[src/rtl/mem_access_pkg.sv]
// +-----------------------------------------------------------------------------+
// | mem_access_pkg                                                              |
// | Shared types for the memory-access stage: FSM states, access sizes, byte    |
// | strobe constants and the decoded one-hot instruction flag struct.           |
// | Revision: 1.0                                                               |
// +-----------------------------------------------------------------------------+
`default_nettype none

package mem_access_pkg;

  typedef enum logic [1:0] {
    IDLE = 2'd0,
    REQ  = 2'd1,
    DONE = 2'd2
  } mem_state_t;

  typedef enum logic [1:0] {
    SZ_B = 2'd0,
    SZ_H = 2'd1,
    SZ_W = 2'd2
  } mem_size_t;

  localparam logic [3:0] STRB_B = 4'b0001;
  localparam logic [3:0] STRB_H = 4'b0011;
  localparam logic [3:0] STRB_W = 4'b1111;

  // Decoded RV32I instruction, one flag per instruction, at most one set.
  typedef struct packed {
    logic lui, auipc, jal, jalr;
    logic beq, bne, blt, bge, bltu, bgeu;
    logic lb, lh, lw, lbu, lhu;
    logic sb, sh, sw;
    logic addi, slti, sltiu, xori, ori, andi, slli, srli, srai;
    logic add, sub, sll, slt, sltu, xor_op, srl, sra, or_op, and_op;
    logic fence, ecall, ebreak;
  } instructions;

  function automatic mem_size_t op_size(input instructions i);
    if (i.lb || i.lbu || i.sb)      return SZ_B;
    else if (i.lh || i.lhu || i.sh) return SZ_H;
    else                            return SZ_W;
  endfunction

endpackage

`default_nettype wire

[src/rtl/mem_access_load_extract.sv]
// +-----------------------------------------------------------------------------+
// | load_extract                                                                |
// | Combinational load lane selection with sign/zero extension.                 |
// | Revision: 1.0                                                               |
// +-----------------------------------------------------------------------------+
`default_nettype none

module load_extract
  import mem_access_pkg::*;
(
  input  logic [31:0] rdata,
  input  logic [1:0]  a,
  input  mem_size_t   size,
  input  logic        uns,
  output logic [31:0] value
);

  logic [7:0]  w_byte;
  logic [15:0] w_half;

  always_comb begin
    w_byte = rdata[7:0];
    case (a)
      2'd1:    w_byte = rdata[15:8];
      2'd2:    w_byte = rdata[23:16];
      2'd3:    w_byte = rdata[31:24];
      default: w_byte = rdata[7:0];
    endcase
    // Halfword select ignores a[0]; misaligned halves never reach here trapped.
    w_half = a[1] ? rdata[31:16] : rdata[15:0];

    value = rdata;
    case (size)
      SZ_B:    value = {{24{~uns & w_byte[7]}}, w_byte};
      SZ_H:    value = {{16{~uns & w_half[15]}}, w_half};
      default: value = rdata;
    endcase
  end

endmodule

`default_nettype wire

[src/rtl/mem_access.sv]
// +-----------------------------------------------------------------------------+
// | mem_access                                                                  |
// | RV32I memory stage: single-outstanding req/ack data port, store lane        |
// | steering, load extension, registered result with a one-cycle completed.     |
// | Optional: MEM_MISALIGN_TRAP_EN traps misaligned half/word accesses.         |
// | Revision: 1.0                                                               |
// +-----------------------------------------------------------------------------+
`default_nettype none

module mem_access
  import mem_access_pkg::*;
#(
  parameter int ADDR_W = 32,
  parameter int DATA_W = 32
) (
  input  logic              clk,
  input  logic              rstn,
  input  instructions       instr,
  input  logic              enabled,
  input  logic [31:0]       alu_result,
  input  logic [31:0]       rs2_v,
  output logic              mem_req,
  output logic              mem_we,
  output logic [ADDR_W-1:0] mem_addr,
  output logic [31:0]       mem_wdata,
  output logic [3:0]        mem_wstrb,
  input  logic              mem_ack,
  input  logic [31:0]       mem_rdata,
  output logic [31:0]       result,
  output logic              completed,
  output logic              busy,
  output logic              misaligned
);

  if (DATA_W != 32 || ADDR_W < 3 || ADDR_W > 32) begin : g_param_check
    $error("mem_access: DATA_W must be 32 and ADDR_W in 3..32");
  end

  mem_state_t        r_state, w_state_nxt;
  logic              r_we;
  logic [ADDR_W-1:0] r_addr;
  logic [31:0]       r_wdata;
  logic [3:0]        r_wstrb;
  logic [31:0]       r_result;
  logic              r_misaligned;
  logic [1:0]        r_a_lo;
  mem_size_t         r_size;
  logic              r_uns;

  logic        w_is_load, w_is_store, w_mem, w_valid, w_accept, w_misalign;
  mem_size_t   w_size;
  logic [31:0] w_wdata, w_load_val;
  logic [3:0]  w_wstrb;

  assign w_is_load  = instr.lb | instr.lh | instr.lw | instr.lbu | instr.lhu;
  assign w_is_store = instr.sb | instr.sh | instr.sw;
  assign w_mem      = w_is_load | w_is_store;
  // An enable with no decoded flag is a bubble and is not accepted.
  assign w_valid    = |instr;
  assign w_accept   = (r_state == IDLE) & enabled & w_valid;
  assign w_size     = op_size(instr);

`ifdef MEM_MISALIGN_TRAP_EN
  assign w_misalign = w_mem & (((w_size == SZ_H) & alu_result[0]) |
                               ((w_size == SZ_W) & (|alu_result[1:0])));
`else
  assign w_misalign = 1'b0;
`endif

  always_comb begin
    w_wdata = rs2_v;
    w_wstrb = STRB_W;
    case (w_size)
      SZ_B: begin
        w_wdata = {4{rs2_v[7:0]}};
        w_wstrb = STRB_B << alu_result[1:0];
      end
      SZ_H: begin
        w_wdata = {2{rs2_v[15:0]}};
        w_wstrb = STRB_H << {alu_result[1], 1'b0};
      end
      default: begin
        w_wdata = rs2_v;
        w_wstrb = STRB_W;
      end
    endcase
  end

  load_extract u_load_extract (
    .rdata (mem_rdata),
    .a     (r_a_lo),
    .size  (r_size),
    .uns   (r_uns),
    .value (w_load_val)
  );

  always_comb begin
    w_state_nxt = r_state;
    case (r_state)
      IDLE:    if (w_accept) w_state_nxt = (w_mem & ~w_misalign) ? REQ : DONE;
      REQ:     if (mem_ack) w_state_nxt = DONE;
      DONE:    w_state_nxt = IDLE;
      default: w_state_nxt = IDLE;
    endcase
  end

  always_ff @(posedge clk or negedge rstn) begin
    if (!rstn) r_state <= IDLE;
    else       r_state <= w_state_nxt;
  end

  always_ff @(posedge clk or negedge rstn) begin
    if (!rstn) begin
      r_we         <= 1'b0;
      r_addr       <= '0;
      r_wdata      <= '0;
      r_wstrb      <= '0;
      r_result     <= '0;
      r_misaligned <= 1'b0;
      r_a_lo       <= '0;
      r_size       <= SZ_W;
      r_uns        <= 1'b0;
    end else if (w_accept) begin
      r_misaligned <= w_misalign;
      if (w_mem & ~w_misalign) begin
        r_we    <= w_is_store;
        r_addr  <= {alu_result[ADDR_W-1:2], 2'b00};
        r_wdata <= w_wdata;
        r_wstrb <= w_is_store ? w_wstrb : 4'b0000;
        r_a_lo  <= alu_result[1:0];
        r_size  <= w_size;
        r_uns   <= instr.lbu | instr.lhu;
      end else begin
        r_result <= w_misalign ? 32'd0 : alu_result;
      end
    end else if ((r_state == REQ) && mem_ack) begin
      r_result <= r_we ? 32'd0 : w_load_val;
    end
  end

  assign mem_req    = (r_state == REQ);
  assign busy       = (r_state == REQ);
  assign completed  = (r_state == DONE);
  assign mem_we     = r_we;
  assign mem_addr   = r_addr;
  assign mem_wdata  = r_wdata;
  assign mem_wstrb  = r_wstrb;
  assign result     = r_result;
  assign misaligned = r_misaligned;

endmodule

`default_nettype wire

[config.mk]
export PLATFORM = sky130hd
export DESIGN_NAME = mem_access
export DESIGN_NICKNAME = d
export VERILOG_FILES = /design/src/rtl/mem_access_pkg.sv /design/src/rtl/mem_access_load_extract.sv /design/src/rtl/mem_access.sv
export SDC_FILE = /design/constraint.sdc
export NUM_CORES = 1
export LEC_CHECK = 0
export CORE_MARGIN = 5
export CORE_UTILIZATION = 38
export DETAILED_ROUTE_END_ITERATION = 16
export GPL_TIMING_DRIVEN = 0
export PLACE_DENSITY = 0.88
export SKIP_CTS_REPAIR_TIMING = 1
export SLEW_MARGIN = 5
export SYNTH_ARGS = -nofsm -noshare
export SYNTH_HDL_FRONTEND = slang
export SYNTH_SLANG_ARGS = --single-unit
[constraint.sdc]
create_clock -name clk -period 1.9 [get_ports clk]
set_input_delay 0.38 -clock clk [delete_from_list [all_inputs] [get_ports clk]]
set_output_delay 0.38 -clock clk [all_outputs]
set_load 0.01 [all_outputs]
[Word level (Yosys, flattened, before mapping)]
Cells that the tools add are included.
Cells by class
  shifts and indexed selects: 2
  mux-type cells: 16
  equal/unequal tests: 10
  order comparisons: 0
  divide/modulo/power cells: 0
  $mul: 0
  bitwise gates (word level): 13
  reduce and logical (&&, ||, !) cells: 13
  add/sub/neg operators: 0
Operators with widths (count)
  $mux 32: 4
  $pmux 32 s2: 2
  $reduce_or 40->1: 1
  $pmux 8 s3: 1
  $mux 16: 1
  $mux 2: 5
  $eq 2x1->1 const B: 4
  $or 1x1->1: 8
  $pmux 4 s2: 1
  $eq 2x2->1 const B: 3
  $logic_not 2->1: 3
  $ne 2x2->1 const B: 3
  $reduce_and 2->1: 3
  $and 1x1->1: 4
  $logic_or 1x1->1: 4
  $mux 4: 1
  $pmux 2 s2: 1
  $shl 1x2->4 const A: 1
  $shl 2x2->4 const A: 1
  $reduce_bool 2->1: 1
  $logic_and 1x1->1: 1
  $not 1->1: 1
Word-level totals
  memories: 0
  bits in read-only memories: 0
  RAM bits: 0
  word-level logic and storage cells: 63
  flip-flop bits (word level): 106
  latch bits: 0

[Depth between registers and ports, before layout]
Gate-level depths: netlist of the first run.
  depth after elaboration: 8
  depth in mapped cells: 8
  depth with buffers taken out: 5

[Modules after synthesis]
A second synthesis of the first run with hierarchy kept.
Second synthesis, totals
  cell total of the unflattened synthesis: 581
  area, all modules: 6037.0 um^2
By module, submodules not included
  mem_access: instances 1, cells an instance 448, area each 5053.6 um^2, seq. area each 2653.8 um^2
  load_extract: instances 1, cells an instance 133, area each 983.4 um^2, seq. area each 0.0 um^2

[Worst setup path before layout of the first run]
No wires, ideal clock.
  path type: input -> register
  start: input instr[34] in the netlist's numbering
  end: register r_result[28] (netlist: result[28])
  path buffers: 2
  library setup time: 0.121 ns
  stages on the path: 7
  arrival: 1.758 ns
  path slack: 0.021 ns
  data required time: 1.779 ns
  cells stage by stage: nor4_1 > nand4_1 > o2111a_1 > or2_1 > buf_2 > buf_6 > o22a_1
Between the ends
  longest elaborated chain between the ends: 4
  elaborated cells between the ends (all ways): 6
  those cells by class: eq/ne: 1; mux: 1; bitwise: 1; reduce/logical: 3
Ends and longest elaborated chain
  start, declared: line mem_access.sv:18  | input instructions instr,
  $reduce_or 40->1 *: line mem_access.sv:59  | assign w_valid = |instr;
  $and 1x1->1 *: line mem_access.sv:60  | assign w_accept = (r_state == IDLE) & enabled & w_valid;
  $ne 2x2->1 (no source line) / $reduce_bool 2->1 (equally long branches)
  $reduce_and 2->1 (no source line)
  end signal, assigned: line mem_access.sv:134  | r_result <= w_misalign ? 32'd0 : alu_result;
  end signal, assigned: line mem_access.sv:137  | r_result <= r_we ? 32'd0 : w_load_val;
  end, declared: line mem_access.sv:44  | logic [31:0] r_result;
Every way passes the cells marked *; elsewhere a longest branch is shown, timed or not.
A chain may end at the register's enable or synchronous reset.

[Worst setup path in the final report of the first run]
  start: input instr[8] in the netlist's numbering
  end: register r_result[27] (netlist: result[27])
Same word-level chain as after synthesis.

==> summary.txt, run 1 <==
Crit path time final = 1.927 ns
Root buf cell = clkbuf_16
Switching share of power = 0.3669
Row count = 44
Worst Tran Pin Value = 0.9441 ns
Nets = 953
Mapped Avg Cell Area = 10.19 um2
Die width = 130.3 um
R2r endpoint = result[20]$_DFFE_PN0P_
Area share of the largest cell type after synthesis = 0.4777
R2R Path Start = r_a_lo[1]$_DFFE_PN0P_
Final Max Slew Viols = 0
Vias in the first global route = 5,378
Layout cells sized above 1 = 0.2164
Via Count = 5,609
Port bufs = 241
Synth Cell Area = 5500 um2
VDD IR-drop max = 0.7796 mV
Clk_lat worst skew = 0.36 ns
Syn. warnings = 0
Cells along the critical path = clkbuf_2, nor4_4, nand4_1, buf_4, o2111a_2, or2_4, clkbuf_16, o22a_1
Max Buffers Root-to-Sink = 2
Reg2reg setup slack = 0.02 ns
Final Hold Viols = 0
Max Cap Viol = 0
Reg area = 2654 um2
CTS clk-pin slew, worst paths = 0.07 ns
Total power draw = 12,060 uW
WS Path Type = primary input to register
Status = complete, but fails checks
Sink Count = 106
Synth Flop Type = dfrtp_1
Drt first pass iters = 5
Final period util = 1.014
Most frequent cells in the layout = 197 x clkdlybuf4s50_1, 105 x dfrtp_1, 61 x nand2_1
HPWL after DPL = 15,680 um
Setup slack after layout = -0.02672 ns
Library cells used by synthesis = 44
Seq pwr share = 0.319
Starting DRT DRC Count = 430
Die area = 16,980 um2
Layout fillers = 1,111
Critical Path AT = 2.18 ns
Pwr dens = 1335 nW/um2
Clk pwr share = 0.150
Initial antenna violation count = 0
GP Congestion = 0.9260
Crit-path slowest cell = or2_4
Die height = 130.3 um
Largest net degree at the start of global routing = 93
Hold Crit Class = primary input to async pin
Clock skew = 0.007594 ns
TritonCTS clock tree = built
Post-synthesis sequential area ratio = 0.4825
Slew HR = 0.3706
Most common cell after layout, fill and taps aside = clkdlybuf4s50_1
Fmax achieved = 519.0 MHz
Comb power frac = 0.531
Worst R2R Path Depth = 6
Per-cell routed wire length = 21.26 um
Count of flip-flops with a built-in enable after synthesis = 0
First-pass GRT wire length = 30,660 um
Endpoint type of the worst setup path = register
Crit path max fanout = 8
Asr flop ratio synth = 1.000
Ranking of synthesized cells by area = dfrtp_1 48%, mux2_2 8.4%, mux2i_1 4.4%
GRT overflow = 0
Cells after Synth = 540
Antenna fix cells = 0
Antenna Violating Nets Remaining = 0
P_sw = 4425 uW
Post-Route WL = 21,300 um
Leak pwr = 0.003952 uW
Critical path startpoint category = primary input
DRC viols = 0
GRT Total Usage = 0.2364
Placement Setup Slack = -1.021 ns
Int Power = 7635 uW
Final TNS setup = -0.1191 ns
FF+latch count, synth = 106
CTS HTree Levels = 3
RSZ-0062 raised after global routing = true
Post-DR vias/cell = 5.598
Crit path largest cell delay = 0.35 ns
Setup violations, final = 10
Core box area = 14,370 um2
Critical path required time = 2.15 ns
Multi-input gate area = 2845 um2
P&R area growth vs syn = 64.29%
Total CTS buffers = 9
Yosys top cell by area = dfrtp_1
Starting density of the core = 0.3828
Ports = 245
Failing checks = setup timing
critical path, delay by kind of cell:
family	cells	cell delay (ns)
buffers and inverters	3	0.47
AOI/OAI and AO/OA	2	0.51
and+or+nand+nor	3	0.81
power groups by stage:
stage / combinational [uW] / clock, uW / sequential, uW
after floorplan: 2280 / 0 / 4270
after global placement: 5770 / 0 / 3820
after detailed placement: 5880 / 0 / 3870
after CTS: 5910 / 1830 / 3830
after global routing: 6830 / 1940 / 3980
final: 6410 / 1800 / 3850
sequential cells by signal, indices dropped and copies added, names as in the netlist:
signal	count
mem_wdata	32
r_size	2
r_state	2
mem_we	1
r_uns	1
r_a_lo	2
mem_addr	30
mem_wstrb	4
result	32
routing by layer:
layer  global-route usage  wire length, um  up-vias
li1                     -                -     2536
met1               0.2960             8003     2721
met2               0.3962            10680      310
met3              0.06795             2163       42
met4              0.07274              455        0
met5                    0                0        -
how the worst max path moves through the flow:
stage / startpoint / end / slack [ns] / depth (start not counted)
floorplan: instr[34] / result[28]$_DFFE_PN0P_ / 0.02 / 7
global placement: rstn / mem_addr[21]$_DFFE_PN0P_ / -3.72 / 1
detailed placement: instr[25] / result[2]$_DFFE_PN0P_ / -1.02 / 6
CTS: instr[25] / result[2]$_DFFE_PN0P_ / -0.73 / 6
global route: instr[0] / result[29]$_DFFE_PN0P_ / -0.1 / 8
finish: instr[8] / result[27]$_DFFE_PN0P_ / -0.03 / 8
metrics by stage:
stage	area (um2)	instances	util	hold WS (ns)
3_5_place_dp	8179	968	0.5692	0.2215
3_3_place_gp	8150	967	0.5672	0.4600
2_1_floorplan	5508	542	-	0.08441
6_report	9036	1002	0.6289	0.4166
4_1_cts	8456	984	0.5885	-0.1631
5_1_grt	9036	1002	0.6289	0.4284
layout make-up:
class / count / area share
clock inverter: 7 / 0.005677
buffer: 48 / 0.03462
timing repair buffer: 263 / 0.2970
sequential: 106 / 0.2937
inverter: 9 / 0.003739
multi-input combinational: 376 / 0.3149
tap: 184 / 0.02548
clock buffer: 9 / 0.02492
synthesized netlist by cell type (all sizes together) (6+ instances only):
cell     number
dfrtp       105
nand2        63
mux2         41
nor3         35
o21ai        33
buf          29
mux2i        24
a22oi        23
clkbuf       22
o22a         22
a21oi        17
a31oi        16
o2bb2ai      16
nor2         14
nor2b        10
inv           9
a31o          8
nor4          8
a211o         7
o211ai        6
logic make-up (layout without fill, tap and decap cells):
kind of cell / count (synthesis) / count (layout) / synth area share
buffers and inverters: 60 / 336 / 0.05027
flip-flops: 106 / 106 / 0.4825
AND/OR/NAND/NOR: 149 / 149 / 0.1292
AO/OA/AOI/OAI: 157 / 157 / 0.2015
multiplexers: 67 / 67 / 0.1358
other: 1 / 3 / 0.0006818
Note: power is estimated with default switching activity, not from simulation.
==> inputs of run 2 (changes only) <==
--- a/config.mk
+++ b/config.mk
@@ -5,6 +5,7 @@
 export SDC_FILE = /design/constraint.sdc
 export NUM_CORES = 1
 export LEC_CHECK = 0
+export CORE_ASPECT_RATIO = 1.4
 export CORE_MARGIN = 5
 export CORE_UTILIZATION = 38
 export DETAILED_ROUTE_END_ITERATION = 16
==> summary.txt, run 2 (synthesis gave the netlist of run 1 again) <==
Critical path required time = 2.14 ns (about the same)
Starting density of the core = 0.3843 (+0.001472)
TritonCTS clock tree = built
Placed cell area = 8185 um2 (about the same)
Final period util = 0.9947 (-0.01941)
Largest net degree at the start of global routing = 73 (-22%)
Seq pwr share = 0.324 (+0.005)
Per-cell routed wire length = 21.33 um (+0.32%)
Max Buffers Root-to-Sink = 2 (unchanged)
Antenna Violating Nets Remaining = 0 (unchanged)
Total CTS buffers = 9 (unchanged)
Row count = 52 (+18%)
Starting DRT DRC Count = 222 (-48%)
Max Cap Viol = 0 (unchanged)
VDD IR-drop max = 0.7504 mV (-3.7%)
Critical Path AT = 2.13 ns (-0.05 ns)
Worst Tran Pin Value = 0.7963 ns (-0.1477 ns)
CTS clk-pin slew, worst paths = 0.07 ns (about the same)
Vias in the first global route = 5,674 (+5.5%)
Antenna fix cells = 0 (unchanged)
Most frequent cells in the layout = 196 x clkdlybuf4s50_1, 105 x dfrtp_1, 61 x nand2_1
Hold Crit Class = register to register
Endpoint type of the worst setup path = register
Setup violations, final = 0 (-10)
Most common cell after layout, fill and taps aside = clkdlybuf4s50_1
Final Cell Area = 9050 um2 (+0.15%)
Final Hold Viols = 0 (unchanged)
Final Max Slew Viols = 0 (unchanged)
Placement Setup Slack = -1.020 ns (+0.0003000 ns)
Initial antenna violation count = 0 (unchanged)
DRC viols = 0 (unchanged)
Fmax achieved = 529.1 MHz (+2.0%)
Post-DR vias/cell = 5.532 (-1.2%)
Crit path time final = 1.890 ns (-0.03688 ns)
Highest routed layer = met4
Root buf cell = clkbuf_16
Ports = 245 (unchanged)
Drt first pass iters = 4 (-1)
Die height = 152.4 um (+17%)
GRT overflow = 0 (unchanged)
Die area = 17,010 um2 (+0.20%)
WS Path Type = primary input to register
Util after Layout = 0.6323 (+0.003380)
Layout fillers = 1,136 (+2.3%)
Leak pwr = 0.003985 uW (+0.86%)
Wire length on met1 = 7763 um (-3.0%)
Core box area = 14,310 um2 (-0.38%)
Switching share of power = 0.3647 (-0.002229)
Comb power frac = 0.531 (about the same)
Met3 wire len = 1798 um (-17%)
GRT Total Usage = 0.2302 (-0.006177)
Layout cells sized above 1 = 0.2132 (-0.003146)
First-pass GRT wire length = 31,070 um (+1.4%)
Nets = 951 (-0.21%)
Status = complete, no violations
HPWL after DPL = 15,870 um (+1.2%)
Slew HR = 0.4691 (+0.09850)
Crit path max fanout = 5 (-3)
Clk_lat worst skew = 0.35 ns (about the same)
GP Congestion = 0.9320 (+0.65%)
Hold_ws = 0.4798 ns (+0.06327 ns)
P_sw = 4376 uW (-1.1%)
Via Count = 5,560 (-0.87%)
Port bufs = 241 (unchanged)
Met2 WL = 11,250 um (+5.4%)
P&R area growth vs syn = 64.54%
Pwr dens = 1326 nW/um2 (-0.65%)
Int Power = 7624 uW (-0.15%)
Critical path startpoint category = primary input
Setup slack after layout = 0.01015 ns (+0.03688 ns)
CTS HTree Levels = 3 (unchanged)
Placed Cells = 973 (+0.52%)
Clock skew = 0.008146 ns (+0.0005518 ns)
Post-Layout Cell Count = 1,005 (+0.30%)
Post-Route WL = 21,430 um (+0.62%)
Clk pwr share = 0.145 (-0.005)
Sink Count = 106 (unchanged)
Die width = 111.7 um (-14%)
==> run 2: cell count changes in the layout (fill, tap and decap cells not counted), moves of 2 or more <==
cell            before  now
nor3_4               6    4
nor4_2               5    8
inv_6                2    0
buf_4               20   22
nor4_4               2    0
nor3_1              24   22
nor3_2               5    9
dlymetal6s2s_1      31   37
clkbuf_4             3    0
buf_6               11    7
==> run 2: per-stage QoR <==
stage,TNS (ns),total power [uW]
floorplan,0,6552
global placement,-467.48,9638
detailed placement,-80.69,9785
CTS,-41.84,11550
global route,-0.1171,12680
finish,0,12000
==> run 2: routing by layer <==
metal  global-route usage  vias to the layer above
li1                     -                     2545
met1               0.2607                     2688
met4              0.08174                        0
met3              0.06754                       44
met5                    0                        -
met2               0.4088                      283
==> run 2: path summary, 6_finish.rpt <==
kind,cells past startpoint,to,slack [ns],startpoint
setup / recovery,8,result[28]$_DFFE_PN0P_,0.01,instr[7]
hold / removal,2,mem_wdata[24]$_DFFE_PN0P_,0.48,mem_wdata[24]$_DFFE_PN0P_
setup reg to reg,6,result[23]$_DFFE_PN0P_,0.09,r_a_lo[1]$_DFFE_PN0P_
hold reg to reg,2,mem_wdata[24]$_DFFE_PN0P_,0.48,mem_wdata[24]$_DFFE_PN0P_
max in group asynchronous,3,r_size[1]$_DFFE_PN1P_,0.72,rstn
min in group asynchronous,2,mem_wdata[3]$_DFFE_PN0P_,0.49,rstn
==> run 2: worst max-delay path, cell delays in order <==
cell	delay [ns]
dlymetal6s2s_1	0.14
nor4_2	0.30
nand4_1	0.15
buf_6	0.16
o2111a_2	0.31
or2_4	0.32
clkbuf_16	0.17
o22a_1	0.19
==> run 2: power groups by stage <==
stage                     Sequential [uW]  Combinational (uW)  Clock [uW]
final                                3880                6370        1740
after detailed placement             3890                5900           0
after floorplan                      4270                2280           0
after global routing                 4010                6800        1870
after CTS                            3850                5920        1770
after global placement               3830                5810           0
==> run 2: area by class of cell <==
class	count	area [um2]	area share
clock inverters	4	28.78	0.003180
well taps	189	236.5	0.02613
plain buffers	49	317.8	0.03512
inverters	9	33.78	0.003733
flip-flops and latches	106	2654	0.2932
repair buffers	259	2686	0.2968
clock buffers	12	236.5	0.02613
multi-input cells	377	2856	0.3156
